===== config.mk =====
export PLATFORM = sky130hd
export DESIGN_NAME = gsau_wb_buffer_flat
export DESIGN_NICKNAME = d
export VERILOG_FILES = /design/src/rtl/gsau_wb_buffer_pkg.sv /design/src/rtl/gsau_wb_buffer_if.sv /design/src/rtl/gsau_wb_buffer_sync_fifo.sv /design/src/rtl/gsau_wb_buffer.sv /design/src/flat_wrapper.sv
export SDC_FILE = /design/constraint.sdc
export NUM_CORES = 2
export LEC_CHECK = 0
export CAP_MARGIN = 20
export CORE_MARGIN = 2
export CORE_UTILIZATION = 35
export CTS_BUF_LIST = sky130_fd_sc_hd__clkbuf_4
export DETAILED_ROUTE_END_ITERATION = 7
export PLACE_DENSITY = 0.58
export SLEW_MARGIN = 10
export SYNTH_ARGS = -nofsm -noshare
export SYNTH_HDL_FRONTEND = slang
export SYNTH_HIERARCHICAL = 1
export SYNTH_SLANG_ARGS = --single-unit

===== constraint.sdc =====
create_clock -name CLK -period 14.6 [get_ports CLK]
set_input_delay 3.65 -clock CLK [delete_from_list [all_inputs] [get_ports CLK]]
set_output_delay 3.65 -clock CLK [all_outputs]
set_load 0.01 [all_outputs]

===== src/rtl/gsau_wb_buffer_pkg.sv =====
// gsau_wb_buffer_pkg: shared sizes and entry types for the GSAU writeback buffer
package gsau_wb_buffer_pkg;
    localparam int WB_DEPTH  = 4;
    localparam int WB_DATA_W = 512;
    localparam int WB_DST_W  = 8;

    typedef logic [WB_DATA_W-1:0] vreg_t;
    typedef logic [WB_DST_W-1:0]  sb_vdst_t;

    typedef struct packed {
        vreg_t                data;
        logic [WB_DST_W-1:0]  vdst;
    } wb_entry_t;
endpackage


===== src/rtl/gsau_wb_buffer_if.sv =====
// gsau_wb_buffer_if: GSAU writeback channel, register-file write port and scoreboard completion
interface gsau_wb_buffer_if
    import gsau_wb_buffer_pkg::*;
#(
    parameter int DATA_W = WB_DATA_W,
    parameter int DST_W  = WB_DST_W,
    parameter int DEPTH  = WB_DEPTH
);
    localparam int OCC_W = $clog2(DEPTH + 1);

    logic [DATA_W-1:0] psum;
    logic [DST_W-1:0]  wbdst;
    logic              wb_valid;
    logic              output_ready;
    logic              rf_wen;
    logic [DATA_W-1:0] rf_wdata;
    logic [DST_W-1:0]  rf_wdst;
    logic              rf_ready;
    logic              sb_done;
    logic [DST_W-1:0]  sb_done_vdst;
    logic [OCC_W-1:0]  occupancy;

    modport master (
        output psum, wbdst, wb_valid, rf_ready,
        input  output_ready, rf_wen, rf_wdata, rf_wdst, sb_done, sb_done_vdst, occupancy
    );

    modport slave (
        input  psum, wbdst, wb_valid, rf_ready,
        output output_ready, rf_wen, rf_wdata, rf_wdst, sb_done, sb_done_vdst, occupancy
    );
endinterface


===== src/rtl/gsau_wb_buffer_sync_fifo.sv =====
// gsau_wb_buffer_sync_fifo: power-of-two circular FIFO; caller must not push when full or pop when empty
module gsau_wb_buffer_sync_fifo
    import gsau_wb_buffer_pkg::*;
#(
    parameter type T     = wb_entry_t,
    parameter int  DEPTH = WB_DEPTH,
    localparam int PTR_W = $clog2(DEPTH),
    localparam int CNT_W = $clog2(DEPTH + 1)
) (
    input  logic             CLK,
    input  logic             nRST,
    input  logic             push,
    input  logic             pop,
    input  T                 wdata,
    output T                 rdata,
    output logic             full,
    output logic             empty,
    output logic [CNT_W-1:0] count
);
    T                 mem [DEPTH];
    logic [PTR_W-1:0] rd_ptr;
    logic [PTR_W-1:0] wr_ptr;

    assign full  = count == CNT_W'(DEPTH);
    assign empty = count == '0;
    // head reads as zero when empty so the write port shows clean data after reset
    assign rdata = empty ? '0 : mem[rd_ptr];

    // pointers wrap naturally at DEPTH; count nets out a simultaneous push and pop
    always_ff @(posedge CLK or negedge nRST) begin
        if (!nRST) begin
            rd_ptr <= '0;
            wr_ptr <= '0;
            count  <= '0;
        end else begin
            if (push) wr_ptr <= wr_ptr + PTR_W'(1);
            if (pop) rd_ptr <= rd_ptr + PTR_W'(1);
            count <= count + CNT_W'(push) - CNT_W'(pop);
        end
    end

    // storage needs no reset; unread slots are never observed
    always_ff @(posedge CLK) begin
        if (push) mem[wr_ptr] <= wdata;
    end
endmodule


===== src/rtl/gsau_wb_buffer.sv =====
// gsau_wb_buffer: queues GSAU psums and drains them in order to the register file with scoreboard completion
module gsau_wb_buffer
    import gsau_wb_buffer_pkg::*;
#(
    parameter int DEPTH  = WB_DEPTH,
    parameter int DATA_W = WB_DATA_W,
    parameter int DST_W  = WB_DST_W
) (
    input  logic            CLK,
    input  logic            nRST,
    gsau_wb_buffer_if.slave bus
);
    typedef struct packed {
        logic [DATA_W-1:0] data;
        logic [DST_W-1:0]  vdst;
    } entry_t;

    entry_t in_entry;
    entry_t head;
    logic   full;
    logic   empty;
    logic   push;
    logic   pop;

    assign in_entry         = {bus.psum, bus.wbdst};
    assign bus.output_ready = !full;
    assign bus.rf_wen       = !empty;
    assign bus.rf_wdata     = head.data;
    assign bus.rf_wdst      = head.vdst;
    assign push             = bus.wb_valid && !full;
    assign pop              = !empty && bus.rf_ready;

    gsau_wb_buffer_sync_fifo #(
        .T     (entry_t),
        .DEPTH (DEPTH)
    ) u_fifo (
        .CLK   (CLK),
        .nRST  (nRST),
        .push  (push),
        .pop   (pop),
        .wdata (in_entry),
        .rdata (head),
        .full  (full),
        .empty (empty),
        .count (bus.occupancy)
    );

    // completion pulse one cycle after each retirement; vdst holds between pulses
    always_ff @(posedge CLK or negedge nRST) begin
        if (!nRST) begin
            bus.sb_done      <= 1'b0;
            bus.sb_done_vdst <= '0;
        end else begin
            bus.sb_done <= pop;
            if (pop) bus.sb_done_vdst <= head.vdst;
        end
    end
endmodule


===== src/flat_wrapper.sv =====
// flat-port wrapper written by rule: the top's interface ports become plain ports
module gsau_wb_buffer_flat import gsau_wb_buffer_pkg::*;
#(
    parameter int DEPTH  = WB_DEPTH,
    parameter int DATA_W = WB_DATA_W,
    parameter int DST_W  = WB_DST_W
)
  (CLK, nRST, bus_psum, bus_wbdst, bus_wb_valid, bus_rf_ready, bus_output_ready, bus_rf_wen, bus_rf_wdata, bus_rf_wdst, bus_sb_done, bus_sb_done_vdst, bus_occupancy);
  gsau_wb_buffer_if #(.DATA_W(DATA_W), .DST_W(DST_W), .DEPTH(DEPTH)) bus_i ();
  input  logic CLK;
  input  logic nRST;
  input wire logic [$bits(bus_i.psum)-1:0] bus_psum;
  input wire logic [$bits(bus_i.wbdst)-1:0] bus_wbdst;
  input wire logic [$bits(bus_i.wb_valid)-1:0] bus_wb_valid;
  input wire logic [$bits(bus_i.rf_ready)-1:0] bus_rf_ready;
  output wire logic [$bits(bus_i.output_ready)-1:0] bus_output_ready;
  output wire logic [$bits(bus_i.rf_wen)-1:0] bus_rf_wen;
  output wire logic [$bits(bus_i.rf_wdata)-1:0] bus_rf_wdata;
  output wire logic [$bits(bus_i.rf_wdst)-1:0] bus_rf_wdst;
  output wire logic [$bits(bus_i.sb_done)-1:0] bus_sb_done;
  output wire logic [$bits(bus_i.sb_done_vdst)-1:0] bus_sb_done_vdst;
  output wire logic [$bits(bus_i.occupancy)-1:0] bus_occupancy;
  assign bus_i.psum = bus_psum;
  assign bus_i.wbdst = bus_wbdst;
  assign bus_i.wb_valid = bus_wb_valid;
  assign bus_i.rf_ready = bus_rf_ready;
  assign bus_output_ready = bus_i.output_ready;
  assign bus_rf_wen = bus_i.rf_wen;
  assign bus_rf_wdata = bus_i.rf_wdata;
  assign bus_rf_wdst = bus_i.rf_wdst;
  assign bus_sb_done = bus_i.sb_done;
  assign bus_sb_done_vdst = bus_i.sb_done_vdst;
  assign bus_occupancy = bus_i.occupancy;
  gsau_wb_buffer #(.DEPTH(DEPTH), .DATA_W(DATA_W), .DST_W(DST_W)) u_core (.CLK(CLK), .nRST(nRST), .bus(bus_i));
endmodule

; ---- After elaboration in Yosys (flattened, before gate mapping)
; Memory sizes are Yosys's and may differ from the RTL's.
; Index checks and enable logic that the tools add are counted.
[totals]
ff_bits = 16
ramBits = 2080
inputBits = 524
out_inout_bits = 534
wordCells = 19
memories = 1
[memory_table]
columns = memory, words, word_bits, read_ports, rd_clocked_by_memory_dff, write_ports, line_no
row1 = u_core.u_fifo.mem, 4, 520, 1, 0, 1, gsau_wb_buffer_sync_fifo.sv:20  ; T mem [DEPTH];
[op_classes]
addsub = 4
n_eq_ne = 1
mux = 3
reduce_logical = 5
[op_table]
columns = cell, count
row1 = $mux W520, 1
row2 = $add A2 B1 Y2 const B, 2
row3 = $add A3 B1 Y3, 1
row4 = $eq A3 B3 Y1 const B, 1
row5 = $logic_not A3 Y1, 1
row6 = $sub A3 B1 Y3, 1
row7 = $logic_and A1 B1 Y1, 2
row8 = $logic_not A1 Y1, 2
row9 = $mux W1, 2

; ---- Longest topological paths before layout
[depth]
word_depth = 5
ltp_mapped = 12
ltp_nobuf = 9

; ---- Modules after synthesis
; The synthesis kept the hierarchy.
[modules_own_cells]
columns = mod, instances, cells_per_inst, area_per_inst_um2, seq_area_each_um2
row1 = gsau_wb_buffer_sync_fifo, 1, 3329, 78942.0, 62635.1
row2 = gsau_wb_buffer, 1, 22, 376.6, 225.2

; ---- Least setup slack after synthesis
; OpenSTA, ideal clock, no wires.
[synth_timing]
path_type = input port to flip-flop
start = in bus_wb_valid
end = mem u_core/u_fifo/mem[1][0] in the netlist's numbering, enable pin
setup_time_ns = 0.953
t_arrival_ns = 15.751
t_required_ns = 13.647
path_slack_ns = -2.104
stages = 2
path_buffers = 0
cell_sequence = nor2b_1 -> and2_1
[synth_between]
elab_chain_len = 3
[synth_rtl]
columns = element, line_no
row1 = "start, declared", flat_wrapper.sv:14  ; input wire logic [$bits(bus_i.wb_valid)-1:0] bus_wb_valid;
row2 = $logic_and A1 B1 Y1, gsau_wb_buffer.sv:30  ; assign push = bus.wb_valid && !full;
row3 = $mux W1, gsau_wb_buffer_sync_fifo.sv:44  ; if (push) mem[wr_ptr] <= wdata;
row4 = $mux W1 (not written as such), gsau_wb_buffer_sync_fifo.sv:44
row5 = "end, declared", gsau_wb_buffer_sync_fifo.sv:20
; No other way between the ends.

; ---- Worst setup path in the final report
[layout_timing]
start = reg u_core.u_fifo.rd_ptr[0]
end = out bus_rf_wdata[304]
[layout_between]
elab_chain_len = 2
[layout_rtl]
columns = element, line_no
row1 = "start, declared", gsau_wb_buffer_sync_fifo.sv:21  ; logic [PTR_W-1:0] rd_ptr;
row2 = "start signal, assigned", gsau_wb_buffer_sync_fifo.sv:37  ; if (pop) rd_ptr <= rd_ptr + PTR_W'(1);
row3 = $mem_v2 Z4 W520, --
row4 = $mux W520, gsau_wb_buffer_sync_fifo.sv:27  ; assign rdata = empty ? '0 : mem[rd_ptr];
row5 = "end, declared", flat_wrapper.sv:18  ; output wire logic [$bits(bus_i.rf_wdata)-1:0] bus_rf_wdata;
; No other way between the ends.

==> impl_metrics.prom <==
# TYPE chip_impl_metric gauge
chip_impl_metric{name="slew_viol_final",unit=""} 0
chip_impl_metric{name="layout-drive-gt1-share",unit="%"} 28.2
chip_impl_metric{name="ys_seq_elements",unit=""} 2096
chip_impl_metric{name="detail_route.drc_violations",unit=""} 0
chip_impl_metric{name="async_reset_ff_share",unit="%"} 0.763
chip_impl_metric{name="post-dp-hpwl",unit="µm"} 125000
chip_impl_metric{name="worst_setup_hold_path_clk_slew",unit="ps"} 60
chip_impl_metric{name="design.final.nets",unit=""} 5391
chip_impl_metric{name="area_growth",unit="%"} 26.5
chip_impl_metric{name="holdWs",unit="ps"} 518
chip_impl_metric{name="cts_made_buffers",unit=""} 577
chip_impl_metric{name="fp_rows",unit=""} 174
chip_impl_info{name="root_buffer",value="clkbuf_4"} 1
chip_impl_metric{name="final.setup_skew",unit="ps"} 149
chip_impl_metric{name="count_of_antenna_violating_nets_left_after_detailed_routing",unit=""} 0
chip_impl_metric{name="p_per_area",unit="nW/µm²"} 216
chip_impl_metric{name="clock_sink_count",unit=""} 2096
chip_impl_metric{name="clkLatencyLatePin",unit="ps"} 1390
chip_impl_info{name="setup.worst_path.start_class",value="flip-flop"} 1
chip_impl_metric{name="grt_pass1_wl",unit="µm"} 293000
chip_impl_metric{name="synth_area_per_cell",unit="µm²"} 23.7
chip_impl_info{name="crit_path_end_kind",value="output pin"} 1
chip_impl_metric{name="synth-edff-count",unit=""} 2080
chip_impl_metric{name="yosys.area.top_type_share",unit="%"} 78.7
chip_impl_info{name="crit-reg2reg-launch",value="u_core/u_fifo/count[2]"} 1
chip_impl_metric{name="postSynthNetCount",unit=""} 3882
chip_impl_metric{name="drt_wl_total",unit="µm"} 205000
chip_impl_info{name="rsz_0062_raised_after_global_routing",value="false"} 1
chip_impl_metric{name="largest_net_degree_at_the_start_of_global_routing",unit=""} 143
chip_impl_metric{name="postCtsSetupBuffers",unit=""} 0
chip_impl_metric{name="critical_path.max_stage_delay",unit="ps"} 610
chip_impl_metric{name="cts-hold-fix-buffers",unit=""} 0
chip_impl_metric{name="synth_cells",unit=""} 3351
chip_impl_metric{name="fin_crit",unit="ps"} 8990
chip_impl_metric{name="cp.arrival",unit="ps"} 5340
chip_impl_metric{name="layout.area.seq",unit="µm²"} 62900
chip_impl_info{name="crit_path_top_delay_cell",value="buf_12"} 1
chip_impl_info{name="synth_area_leader_cell",value="edfxtp_1"} 1
chip_impl_metric{name="worstPathMaxFanout",unit=""} 92
chip_impl_metric{name="route.detailed.wl_per_inst",unit="µm"} 24.8
chip_impl_metric{name="number_of_global_route_vias_before_repair",unit=""} 42700
chip_impl_metric{name="port-buffer-count",unit=""} 1057
chip_impl_metric{name="fin_tns_setup",unit="ps"} 0
chip_impl_metric{name="die_w",unit="µm"} 480
chip_impl_metric{name="worstRegToRegCells",unit=""} 11
chip_impl_metric{name="final_hold_viol_count",unit=""} 0
chip_impl_metric{name="total_leakage_power",unit="µW"} 0.0327
chip_impl_metric{name="gr-total-overflow",unit=""} 0
chip_impl_metric{name="drt_iter0_drc",unit=""} 2651
chip_impl_info{name="ranking_of_synthesized_cells_by_area",value="edfxtp_1 79%, mux4_2 15%, and2_1 4.1%"} 1
chip_impl_metric{name="worst_case_vdd_ir_drop",unit="V"} 0.000138
chip_impl_info{name="synthMostInstantiatedCell",value="edfxtp_1"} 1
chip_impl_info{name="synth_commonest_cells",value="2080 x edfxtp_1, 524 x and2_1, 520 x mux4_2"} 1
chip_impl_info{name="worstReg2RegEnd",value="u_core/u_fifo/count[2]"} 1
chip_impl_info{name="min-delay-path-class",value="reg -> reg"} 1
chip_impl_metric{name="final-setup-viol-count",unit=""} 0
chip_impl_info{name="hold_end",value="u_core/bus.sb_done_vdst[2]"} 1
chip_impl_metric{name="start_util",unit="%"} 35.2
chip_impl_metric{name="drtPass1Iterations",unit=""} 5
chip_impl_metric{name="maximum_frequency_from_static_timing_analysis",unit="GHz"} 0.111
chip_impl_metric{name="reg2reg_slack",unit="ps"} 10080
chip_impl_metric{name="grtUsageTotal",unit="%"} 17.4
chip_impl_metric{name="post_drt_via_cell_ratio",unit=""} 4.84
chip_impl_metric{name="worst_ep_required_time",unit="ps"} 10950
chip_impl_info{name="worst_hold_startpoint",value="u_core/bus.sb_done_vdst[2]"} 1
chip_impl_info{name="cp_common_cell",value="buf_12"} 1
chip_impl_info{name="cp_cell_sequence",value="buf_12 -> buf_12 -> buf_4 -> mux4_2 -> and2_1 -> clkdlybuf4s50_1"} 1
chip_impl_info{name="tritoncts",value="done"} 1
chip_impl_metric{name="h-tree-depth",unit=""} 6
chip_impl_metric{name="max_slew_headroom_at_the_worst_pin",unit="%"} 28.7
chip_impl_metric{name="worstHoldPathCells",unit=""} 1
chip_impl_metric{name="top_level_i_o_count",unit=""} 1058
chip_impl_info{name="critPathKind",value="reg -> out"} 1
chip_impl_metric{name="drv_cap",unit=""} 0
chip_impl_metric{name="post_synth_instance_area",unit="µm²"} 79300
chip_impl_metric{name="fillers",unit=""} 19500
chip_impl_metric{name="die_area",unit="µm²"} 230000
chip_impl_info{name="outcome",value="finished, final reports clean"} 1
chip_impl_metric{name="grt_antenna_before_repair",unit=""} 85
chip_impl_metric{name="post_cts_resized",unit=""} 0
chip_impl_metric{name="gpl.final_weighted_congestion",unit=""} 0.788
chip_impl_metric{name="yosysSeqAreaShare",unit="%"} 79.3
chip_impl_metric{name="fin_crit_sh",unit="%"} 61.6
chip_impl_metric{name="core_region_area",unit="µm²"} 225000
chip_impl_metric{name="tightest_slew",unit="ps"} 1070
chip_impl_info{name="postSynth.topFlopCell",value="edfxtp_1"} 1
chip_impl_metric{name="vias",unit=""} 40000
chip_impl_metric{name="chipHeight",unit="µm"} 480
chip_impl_metric{name="clockBufferDepth",unit=""} 4
chip_impl_metric{name="multi_input_comb_area",unit="µm²"} 15300
chip_impl_metric{name="synthDistinctLibCells",unit=""} 18
chip_impl_metric{name="synthesis.yosys.warnings",unit=""} 6
[cell families after synthesis]
family / Yosys count / synth area share, %
AOI/OAI and AO/OA: 1 / 0.00630
adders and majority gates: 7 / 0.120
buffers and inverters: 184 / 1.48
xor gates and xnor gates: 5 / 0.0552
and+or+nand+nor: 530 / 4.17
muxes: 528 / 14.9
DFF: 2096 / 79.3
[layout by cell type (no fill, tap or decap), types with 2 or more instances in the layout]
master,netlist,routed
edfxtp_1,2080,2080
clkdlybuf4s50_1,0,1057
clkbuf_4,0,851
mux4_2,520,520
and2_1,524,520
clkinv_1,0,62
diode_2,0,27
buf_4,0,27
buf_12,0,21
dfrtp_1,16,14
inv_2,0,13
bufinv_16,0,10
inv_1,9,9
mux2_4,8,8
ha_1,6,6
clkinvlp_4,0,4
clkinv_4,0,4
clkinv_2,0,4
and2_4,0,4
inv_6,0,3
xnor2_1,3,3
xor2_1,2,2
nand2_1,2,2
dfrtp_4,0,2
[worst max-delay path by stage]
stage,from,end,slack [ps],depth (start not counted)
6_report,u_core/u_fifo/rd_ptr[0],bus_rf_wdata[304],5610,6
5_1_grt,u_core/u_fifo/rd_ptr[0],bus_rf_wdata[304],5050,6
4_1_cts,u_core/u_fifo/rd_ptr[0],bus_rf_wdata[304],5340,6
3_5_place_dp,u_core/u_fifo/rd_ptr[0],bus_rf_wdata[304],6930,6
3_3_place_gp,u_core/u_fifo/rd_ptr[0],bus_rf_wdata[94],6980,6
2_1_floorplan,bus_wb_valid,u_core/u_fifo/mem[3][0],-2080,2
[flip-flops by register name, indices dropped and copies added (netlist names)]
| signal | count |
|---|---|
| u_core/u_fifo/rd_ptr | 2 |
| u_core/bus.sb_done_vdst | 8 |
| u_core/bus.sb_done | 1 |
| u_core/u_fifo/wr_ptr | 2 |
| u_core/u_fifo/mem | 2080 |
| u_core/u_fifo/count | 3 |
[critical path: cells and delay by family, from the launching register on]
family / cells / cell delay (ps)
AND/OR/NAND/NOR: 1 / 170
flip-flops: 1 / 550
multiplexers: 1 / 560
buffers and inverters: 4 / 2210
[metrics by stage]
stage | area (µm²) | cells | util, % | power, µW | worst slack [ps]
5_1_grt | 100000 | 8239 | 44.5 | 22800 | 5050
4_1_cts | 100000 | 8225 | 44.5 | 22100 | 5340
6_report | 100000 | 8252 | 44.6 | 21600 | 5610
2_1_floorplan | 79300 | 3351 | - | 13000 | -2080
3_5_place_dp | 93200 | 7273 | 41.4 | 16800 | 6930
3_3_place_gp | 93200 | 7273 | 41.4 | 16800 | 6980
[power by group]
part / total [µW] / internal, µW / leakage (µW) / switching (µW)
clock: 5170 / 2820 / 0.00426 / 2350
combinational: 8290 / 4170 / 0.00919 / 4130
sequential: 8170 / 7930 / 0.0192 / 237
[metal layers]
metal / share of wire [%] / routed length (µm) / track usage [%]
met1: 39 / 79100 / 20.7
met2: 48 / 98800 / 27.5
met3: 11 / 21600 / 8.31
met4: 2.3 / 4680 / 5.95
met5: 0.32 / 659 / 0
[layout make-up]
class,count,area share [%]
flip-flops and latches,2096,62.7
multi-input cells,1071,15.3
repair buffers,1105,11.2
clock buffers,851,6.37
well taps,2992,3.73
clock inverters,101,0.702
diodes,27,0.0674
inverters,9,0.0337
Power figures use the tool's default switching activity.
